<file path="src/rtl/mem_access_stage.sv">
//------------------------------------------------------------------------------
// mem_access_stage : MEM-stage controller; turns sub-word loads/stores into
//                    word accesses (RMW for byte/half stores) and fills MEM/WB.
// Optional feature macro: MISALIGN_TRAP_EN
// Revision: 1.0
//------------------------------------------------------------------------------
`timescale 1ns/1ps
`default_nettype none

module mem_access_stage #(
    parameter int WIDTH  = 32,
    parameter int REG_AW = 5
) (
    input  logic              clk,
    input  logic              reset,
    input  logic              ex_valid,
    input  logic              ex_memread,
    input  logic              ex_memwrite,
    input  logic [1:0]        ex_size,
    input  logic              ex_unsigned,
    input  logic [WIDTH-1:0]  ex_addr,
    input  logic [WIDTH-1:0]  ex_wdata,
    input  logic [REG_AW-1:0] ex_rd,
    input  logic              ex_regwrite,
    input  logic              ex_memtoreg,
    output logic              dmem_memwrite,
    output logic [WIDTH-1:0]  dmem_addr,
    output logic [WIDTH-1:0]  dmem_writedata,
    input  logic [WIDTH-1:0]  dmem_readdata,
    output logic              mem_stall,
    output logic              wb_valid,
    output logic              wb_regwrite,
    output logic              wb_memtoreg,
    output logic [REG_AW-1:0] wb_rd,
    output logic [WIDTH-1:0]  wb_rdata,
    output logic [WIDTH-1:0]  wb_alu
`ifdef MISALIGN_TRAP_EN
    ,
    output logic              wb_misalign
`endif
);

    typedef enum logic [0:0] {
        S_IDLE = 1'b0,
        S_RMW  = 1'b1
    } state_t;

    state_t             state_q, state_d;
    logic [WIDTH-1:0]   merge_q, merge_d;
    logic               wb_valid_q, wb_valid_d;
    logic               wb_regwrite_q, wb_regwrite_d;
    logic               wb_memtoreg_q, wb_memtoreg_d;
    logic [REG_AW-1:0]  wb_rd_q, wb_rd_d;
    logic [WIDTH-1:0]   wb_rdata_q, wb_rdata_d;
    logic [WIDTH-1:0]   wb_alu_q, wb_alu_d;
`ifdef MISALIGN_TRAP_EN
    logic               wb_misalign_q, wb_misalign_d;
`endif

    logic               is_store, is_load, is_sub, mis_access;
    logic [4:0]         byte_shift, half_shift;
    logic [7:0]         ld_byte;
    logic [15:0]        ld_half;
    logic [WIDTH-1:0]   load_ext, merged;
    logic               stall_c, memwrite_c;
    logic [WIDTH-1:0]   writedata_c;

    // Lane decode, load extension and store merge
    always_comb begin
        is_store   = ex_valid & ex_memwrite;
        is_load    = ex_valid & ex_memread & ~ex_memwrite;
        is_sub     = ~ex_size[1];
`ifdef MISALIGN_TRAP_EN
        mis_access = (is_store | is_load) &
                     (((ex_size == 2'b01) & ex_addr[0]) | (ex_size[1] & (|ex_addr[1:0])));
`else
        mis_access = 1'b0;
`endif
        byte_shift = {ex_addr[1:0], 3'b000};
        half_shift = {ex_addr[1], 4'b0000};
        ld_byte    = dmem_readdata[byte_shift +: 8];
        ld_half    = dmem_readdata[half_shift +: 16];
        case (ex_size)
            2'b00:   load_ext = {{(WIDTH-8){~ex_unsigned & ld_byte[7]}}, ld_byte};
            2'b01:   load_ext = {{(WIDTH-16){~ex_unsigned & ld_half[15]}}, ld_half};
            default: load_ext = dmem_readdata;
        endcase
        merged = dmem_readdata;
        if (ex_size == 2'b00) begin
            merged[byte_shift +: 8] = ex_wdata[7:0];
        end else begin
            merged[half_shift +: 16] = ex_wdata[15:0];
        end
    end

    always_comb begin
        state_d       = state_q;
        merge_d       = merge_q;
        stall_c       = 1'b0;
        memwrite_c    = 1'b0;
        writedata_c   = ex_wdata;
        wb_valid_d    = ex_valid;
        wb_regwrite_d = ex_valid & ex_regwrite & ~mis_access;
        wb_memtoreg_d = ex_memtoreg;
        wb_rd_d       = ex_rd;
        wb_alu_d      = ex_addr;
        wb_rdata_d    = is_load ? load_ext : '0;
`ifdef MISALIGN_TRAP_EN
        wb_misalign_d = mis_access;
`endif
        case (state_q)
            S_IDLE: begin
                if (is_store && !mis_access) begin
                    if (is_sub) begin
                        // Read phase: capture merged word, insert a bubble into MEM/WB
                        stall_c       = 1'b1;
                        merge_d       = merged;
                        state_d       = S_RMW;
                        wb_valid_d    = 1'b0;
                        wb_regwrite_d = 1'b0;
                        wb_memtoreg_d = 1'b0;
                        wb_rd_d       = '0;
                        wb_alu_d      = '0;
                        wb_rdata_d    = '0;
                    end else begin
                        memwrite_c = 1'b1;
                    end
                end
            end
            S_RMW: begin
                memwrite_c    = 1'b1;
                writedata_c   = merge_q;
                wb_regwrite_d = 1'b0;
                wb_rdata_d    = '0;
                state_d       = S_IDLE;
            end
            default: state_d = S_IDLE;
        endcase
    end

    always_ff @(posedge clk) begin
        if (reset) begin
            state_q       <= S_IDLE;
            merge_q       <= '0;
            wb_valid_q    <= 1'b0;
            wb_regwrite_q <= 1'b0;
            wb_memtoreg_q <= 1'b0;
            wb_rd_q       <= '0;
            wb_rdata_q    <= '0;
            wb_alu_q      <= '0;
`ifdef MISALIGN_TRAP_EN
            wb_misalign_q <= 1'b0;
`endif
        end else begin
            state_q       <= state_d;
            merge_q       <= merge_d;
            wb_valid_q    <= wb_valid_d;
            wb_regwrite_q <= wb_regwrite_d;
            wb_memtoreg_q <= wb_memtoreg_d;
            wb_rd_q       <= wb_rd_d;
            wb_rdata_q    <= wb_rdata_d;
            wb_alu_q      <= wb_alu_d;
`ifdef MISALIGN_TRAP_EN
            wb_misalign_q <= wb_misalign_d;
`endif
        end
    end

    // Reset abandons an in-flight RMW write
    assign dmem_memwrite  = memwrite_c & ~reset;
    assign dmem_addr      = ex_addr;
    assign dmem_writedata = writedata_c;
    assign mem_stall      = stall_c;
    assign wb_valid       = wb_valid_q;
    assign wb_regwrite    = wb_regwrite_q;
    assign wb_memtoreg    = wb_memtoreg_q;
    assign wb_rd          = wb_rd_q;
    assign wb_rdata       = wb_rdata_q;
    assign wb_alu         = wb_alu_q;
`ifdef MISALIGN_TRAP_EN
    assign wb_misalign    = wb_misalign_q;
`endif

endmodule

`default_nettype wire

</file>
<file path="config.mk">
export PLATFORM = sky130hd
export DESIGN_NAME = mem_access_stage
export DESIGN_NICKNAME = d
export VERILOG_FILES = /design/src/rtl/mem_access_stage.sv
export SDC_FILE = /design/constraint.sdc
export NUM_CORES = 1
export LEC_CHECK = 0
export CAP_MARGIN = 40
export CORE_MARGIN = 2
export CORE_UTILIZATION = 38
export CTS_BUF_LIST = sky130_fd_sc_hd__clkbuf_8
export DETAILED_ROUTE_END_ITERATION = 6
export PLACE_DENSITY_LB_ADDON = 0.1
export SLEW_MARGIN = 20
export SYNTH_ARGS = -nofsm -noshare
export SYNTH_HDL_FRONTEND = slang
export SYNTH_SLANG_ARGS = --single-unit
</file>
<file path="constraint.sdc">
create_clock -name clk -period 2 [get_ports clk]
set_input_delay 0.4 -clock clk [delete_from_list [all_inputs] [get_ports clk]]
set_output_delay 0.4 -clock clk [all_outputs]
set_load 0.01 [all_outputs]
</file>
==> results of run 1 <==
routing by layer:
layer  global-route usage  share of wire  up-vias
li1                     -              -     2456
met1                0.305           0.41     2366
met2                0.413           0.47      227
met3               0.0709          0.081       32
met4                0.129          0.037        0
met5                    0              0        -
state kept, by name, indices dropped and copies added (netlist names):
register and count:
wb_valid 1, wb_regwrite 1, state_q 1, wb_rd 5, wb_alu 32, wb_rdata 32
wb_memtoreg 1, merge_q 32
power by group through the flow:
stage,Clock (W),Combinational [W],Sequential (W)
floorplan,0,0.000459,0.00228
CTS,0.00143,0.00118,0.00221
global placement,0,0.00118,0.00226
global route,0.00150,0.00128,0.00222
finish,0.00138,0.00120,0.00221
detailed placement,0,0.00120,0.00226
final cells by class:
type / count / area, µm² / share of cell area
repair buffers: 343 / 3150 / 0.379
multi-input cells: 338 / 2600 / 0.313
flip-flops and latches: 105 / 2110 / 0.253
well taps: 176 / 220 / 0.0265
clock buffers: 9 / 124 / 0.0149
clock inverters: 7 / 77.6 / 0.00933
inverters: 9 / 33.8 / 0.00406
cells by family (layout without fill, tap and decap cells):
family | Yosys count | count (layout) | share of synthesized area
AO/OA/AOI/OAI | 135 | 135 | 0.193
AND/OR/NAND/NOR | 124 | 124 | 0.134
flip-flops | 105 | 105 | 0.416
buffers and inverters | 76 | 368 | 0.0856
multiplexers | 74 | 74 | 0.159
adder cells (fa/ha/maj) | 5 | 5 | 0.0124
per-stage QoR:
step	cells	hold slack (ps)
floorplan	519	463
global placement	952	486
detailed placement	954	488
CTS	973	429
global route	987	462
finish	987	435
placed cells by master (no fill, tap or decap), types with 7 or more instances in the layout:
cell type and instances:
a222oi_1 7, buf_4 86, clkdlybuf4s50_1 212, a221o_1 16
and2_1 36, a21oi_1 35, nor3_1 14, buf_2 8
dfxtp_1 104, a32o_1 16, o21ai_0 30, a211oi_1 7
nor2b_1 9, a221oi_1 11, nor2_1 44, clkbuf_8 9
mux2_2 41, mux2i_1 32, clkbuf_2 20
critical path, stage by stage, from the launching register on:
cell	delay [ps]
dfxtp_4	440
buf_12	150
buf_4	130
mux2_2	360
buf_6	130
how the worst max path moves through the flow:
stage,from,to,cells past startpoint
after CTS,state_q,dmem_writedata[12],4
final,state_q,dmem_writedata[2],4
after global placement,ex_addr[0],merge_q[9],7
after detailed placement,ex_addr[0],merge_q[9],6
after global routing,state_q,dmem_writedata[2],4
after floorplan,ex_addr[1],merge_q[10],7
timing repair:
action                                 4_1_cts  5_1_grt
resized for setup                           69       53
buffers inserted                             3       12
setup endpoints to repair                   54       40
gates cloned                                 0        2
pin swaps                                    0        2
endpoints found under the hold margin        0        0
==> results.ini, run 1 <==
[clock_tree]
clkLatencyLatePin_ps = 390
cts.reportedPaths.clkPinSlew_ps = 100
root_buffer = clkbuf_8
cts_sinks = 105
cts-buffers-inserted = 9
cts_max_level = 3
ctsLongestPathBuffers = 2
cts_tree = yes
cts_hold_buf = 0

[routing]
vias_per_cell = 5.15
num_vias = 5081
dr.pass1.iters = 7
ant_nets = 0
drt-total-wl_mm = 18.2
drt_iter0_drc = 406
drc_errors = 1
wl_per_cell_um = 18.4

[final_layout]
layout.nets = 922
synthToLayoutAreaGrowth_pct = 64.4
fin_area_mm2 = 0.00831
utilization = 0.633
n_antenna_cell = 0
fillers = 1108
drive_above_1_share = 0.248

[sta]
tightest_slew_ps = 729
finClkSkew_ps = 6.87
finalCritPeriodShare = 1.00
slew_headroom = 0.510
fin_crit_ps = 2000
max_freq_mhz = 499
fin_setup_tns_ps = -2.07
setup_viol = 1
layout_setup_ws_ps = -2.07
final-max-slew-violation-count = 0
hold_viol_final = 0
rsz0062_at_grt = yes

[power]
clockPowerShare = 0.289
seq_power_share = 0.461
p_leak_nw = 3.39
power_density_mw_per_mm2 = 576
swShare = 0.280
vdd_drop_max_uv = 500
internal_power_w = 0.00345
p_sw_w = 0.00134
comb_power_share = 0.250
total_power_w = 0.00479

[synth]
synth_cell_types = 45
yosysTopAreaCell = dfxtp_1
synthTopCellsByArea = dfxtp_1 42%, mux2_2 9.1%, mux2i_1 6.3%
synth_edf_count = 0
yosysMostFrequentCell = dfxtp_1
synth.avg_cell_area_um2 = 9.75
syn_inst = 519
ys_seq_area_frac = 0.416
syn_area_mm2 = 0.00506
synthTopCellsByCount = 105 x dfxtp_1, 46 x nor2_1, 41 x mux2_2, 36 x and2_1, 35 x a21oi_1
synth-main-ff-cell = dfxtp_1
yosysWarnings = 0
synth_top_area_frac = 0.416
ys_seq_elements = 105
synth_fp_nets = 635
ys_async_sr_fraction = 0

[outcome]
status = complete, but fails checks
violations = DRC, setup timing

[die]
die-width_um = 119
dieHeight_um = 119
io_pins = 249
num_rows = 42
core_mm2 = 0.0131
die_area_mm2 = 0.0143
start_util = 0.385

[min_path]
min_from = ex_addr[1]
min_path_cells = 3
hold_end = wb_alu[1]
worstHoldPathType = input port to flip-flop

[setup_path]
crit_path_max_fanout = 12
critPathLaunchType = flip-flop
ff2ff_setup_slack_ps = 140
arrival_ps = 1600
rr_worst_depth = 5
criticalPathCategory = flip-flop to output pin
rr_startpoint = state_q
cp_data_required_time_ps = 1600
r2r-end = wb_rdata[8]
crit_path_end_kind = output pin

[grt]
grt_pass1_wl_mm = 28.0
antenna_found_initial = 0
grt_max_degree = 31
grt.overflow.total = 0
grt.total_usage = 0.253
grt_pass1_vias = 5084

[placement]
dp.final_hpwl_mm = 14.2
placedInstanceArea_mm2 = 0.00800
numPortBuffers = 248
pre_cts_slack_ps = -579
gp_congestion = 0.912

[run]
drv_cap = 0

(Power assumes the default switching activity.)
==> run 2, diff against run 1 <==
--- a/config.mk
+++ b/config.mk
@@ -10,6 +10,7 @@
 export CORE_UTILIZATION = 38
 export CTS_BUF_LIST = sky130_fd_sc_hd__clkbuf_8
 export DETAILED_ROUTE_END_ITERATION = 6
+export GPL_ROUTABILITY_DRIVEN = 1
 export PLACE_DENSITY_LB_ADDON = 0.1
 export SLEW_MARGIN = 20
 export SYNTH_ARGS = -nofsm -noshare
==> results of run 2 <==
Same layout as run 1: the final DEF is identical, and so are final timing and power.
==> run 3, diff against run 2 <==
--- a/config.mk
+++ b/config.mk
@@ -11,6 +11,7 @@
 export CTS_BUF_LIST = sky130_fd_sc_hd__clkbuf_8
 export DETAILED_ROUTE_END_ITERATION = 6
 export GPL_ROUTABILITY_DRIVEN = 1
+export HOLD_SLACK_MARGIN = 0.12
 export PLACE_DENSITY_LB_ADDON = 0.1
 export SLEW_MARGIN = 20
 export SYNTH_ARGS = -nofsm -noshare
==> constraint.sdc (replaced) <==
create_clock -name clk -period 2 [get_ports clk]
set_input_delay 0.2 -clock clk [delete_from_list [all_inputs] [get_ports clk]]
set_output_delay 0.2 -clock clk [all_outputs]
set_load 0.01 [all_outputs]
==> results.ini, run 3 (synthesis gave the netlist of run 1 again) <==
[sta]
final-max-slew-violation-count = 0  ; unchanged
tightest_slew_ps = 808  ; +78.9 ps
fin_setup_tns_ps = 0  ; +2.07 ps
max_freq_mhz = 518  ; +3.8%
slew_headroom = 0.457  ; -0.0534
finClkSkew_ps = 6.18  ; -0.691 ps
fin_crit_ps = 1930  ; -73.1 ps
hold_viol_final = 0  ; unchanged
finalCritPeriodShare = 0.964  ; -0.0366
rsz0062_at_grt = no
setup_viol = 0  ; -1

[routing]
num_vias = 4963  ; -2.3%
topRoutingLayerUsed = met4
wl_met3_mm = 1.52  ; +3.7%
dr_wl_met2_mm = 8.33  ; -3.3%
wl_met1_mm = 7.21  ; -3.0%
drt_iter0_drc = 438  ; +7.9%
drc_errors = 0  ; -1
wl_per_cell_um = 18.5  ; +0.13%
ant_nets = 0  ; unchanged
drt-total-wl_mm = 17.5  ; -3.8%
dr.pass1.iters = 5  ; -2
vias_per_cell = 5.24  ; +1.7%

[outcome]
status = complete, no violations

[placement]
dp.final_hpwl_mm = 13.7  ; -3.4%
dp.cells = 932  ; -2.3%
numPortBuffers = 248  ; unchanged
gp_congestion = 0.919  ; +0.75%
placedInstanceArea_mm2 = 0.00781  ; -2.4%

[clock_tree]
cts_tree = yes
cts_hold_buf = 0  ; unchanged
cts-buffers-inserted = 9  ; unchanged
cts.reportedPaths.clkPinSlew_ps = 100  ; about the same
cts_sinks = 105  ; unchanged
ctsLongestPathBuffers = 2  ; unchanged
clkLatencyLatePin_ps = 380  ; about the same
cts_max_level = 3  ; unchanged
root_buffer = clkbuf_8

[setup_path]
crit_family = buffers and inverters
worst_path_max_delay_cell = clkdlybuf4s50_1
criticalPathCategory = flip-flop to output pin
crit_path_end_kind = output pin
critPathLaunchType = flip-flop
rr_worst_depth = 4  ; -1
crit_path_max_fanout = 5  ; -7
rr_startpoint = state_q
ff2ff_setup_slack_ps = 250  ; +110 ps
cp_data_required_time_ps = 1800  ; +200 ps
max_stage_delay_ps = 480  ; +40 ps
crit_chain = buf_4 > mux2_2 > clkdlybuf4s50_1
crit_buf_inv = 2  ; -1
r2r-end = wb_rdata[29]
crit_cells = 3  ; -1
arrival_ps = 1730  ; +130 ps

[min_path]
hold_end = wb_alu[1]
worstHoldPathType = input port to flip-flop
min_path_cells = 3  ; unchanged
min_from = ex_addr[1]

[die]
die-width_um = 119  ; unchanged
io_pins = 249  ; unchanged
dieHeight_um = 119  ; unchanged
die_area_mm2 = 0.0143  ; unchanged
start_util = 0.385  ; unchanged
num_rows = 42  ; unchanged
core_mm2 = 0.0131  ; unchanged

[power]
vdd_drop_max_uv = 393  ; -21%
power_density_mw_per_mm2 = 592  ; +2.7%
total_power_w = 0.00473  ; -1.4%
p_leak_nw = 3.17  ; -6.5%

[final_layout]
layout.nets = 883  ; -4.2%
final_common_cell = clkdlybuf4s50_1
fin_cells = 948  ; -4.0%
fillers = 1159  ; +4.6%
synthToLayoutAreaGrowth_pct = 57.9
drive_above_1_share = 0.163  ; -0.0846
utilization = 0.608  ; -0.0248
fin_area_mm2 = 0.00799  ; -3.9%
n_antenna_cell = 0  ; unchanged
multi_input_area_mm2 = 0.00253  ; -2.5%
seq_area_mm2 = 0.00211  ; unchanged
final_cell_mix = 217 x clkdlybuf4s50_1, 104 x dfxtp_1, 53 x buf_4

[run]
drv_cap = 0  ; unchanged

[grt]
grt_max_degree = 30  ; -3.2%
grt.overflow.total = 0  ; unchanged
grt_pass1_wl_mm = 27.2  ; -2.7%
grt.total_usage = 0.245  ; -0.00824
grt_pass1_vias = 4895  ; -3.7%
antenna_found_initial = 0  ; unchanged

## run 3: routing by layer
layer,global-route usage,up-vias
met3,0.0680,27
li1,-,2375
met2,0.402,237
met1,0.306,2324
met4,0.0949,0
met5,0,-
## run 3: worst max path at each step
stage,end,from
detailed placement,merge_q[12],ex_addr[0]
floorplan,merge_q[10],ex_addr[1]
CTS,dmem_writedata[23],state_q
global route,merge_q[25],ex_addr[0]
finish,dmem_writedata[23],state_q
global placement,merge_q[12],ex_addr[0]
## run 3: layout make-up
type | instances | share of cell area
timing repair buffer | 304 | 0.362
inverter | 9 | 0.00423
tap | 176 | 0.0276
multi-input combinational | 338 | 0.317
clock buffer | 9 | 0.0155
clock inverter | 7 | 0.0102
sequential | 105 | 0.264
## run 3: power breakdown
group,total (W),internal [W],switching [W]
Clock,0.00138,0.000592,0.000791
Combinational,0.00114,0.000639,0.000498
Sequential,0.00221,0.00218,0.0000307
Total,0.00473,0.00341,0.00132
## run 3: worst min-delay path, cell delays in order
cell,delay (ps)
buf_2,110
inv_1,190
nor3_1,90
## run 3: metrics by stage
step	hold slack (ps)	setup WS [ps]
3_5_place_dp	482	-271
4_1_cts	211	49.9
6_report	241	71.0
2_1_floorplan	277	255
5_1_grt	265	9.12
3_3_place_gp	486	-299
## run 3: repair_timing
action,CTS,global route
buffers inserted,0,0
pin swaps,0,0
resized for setup,32,1
endpoints found under the setup margin,33,2
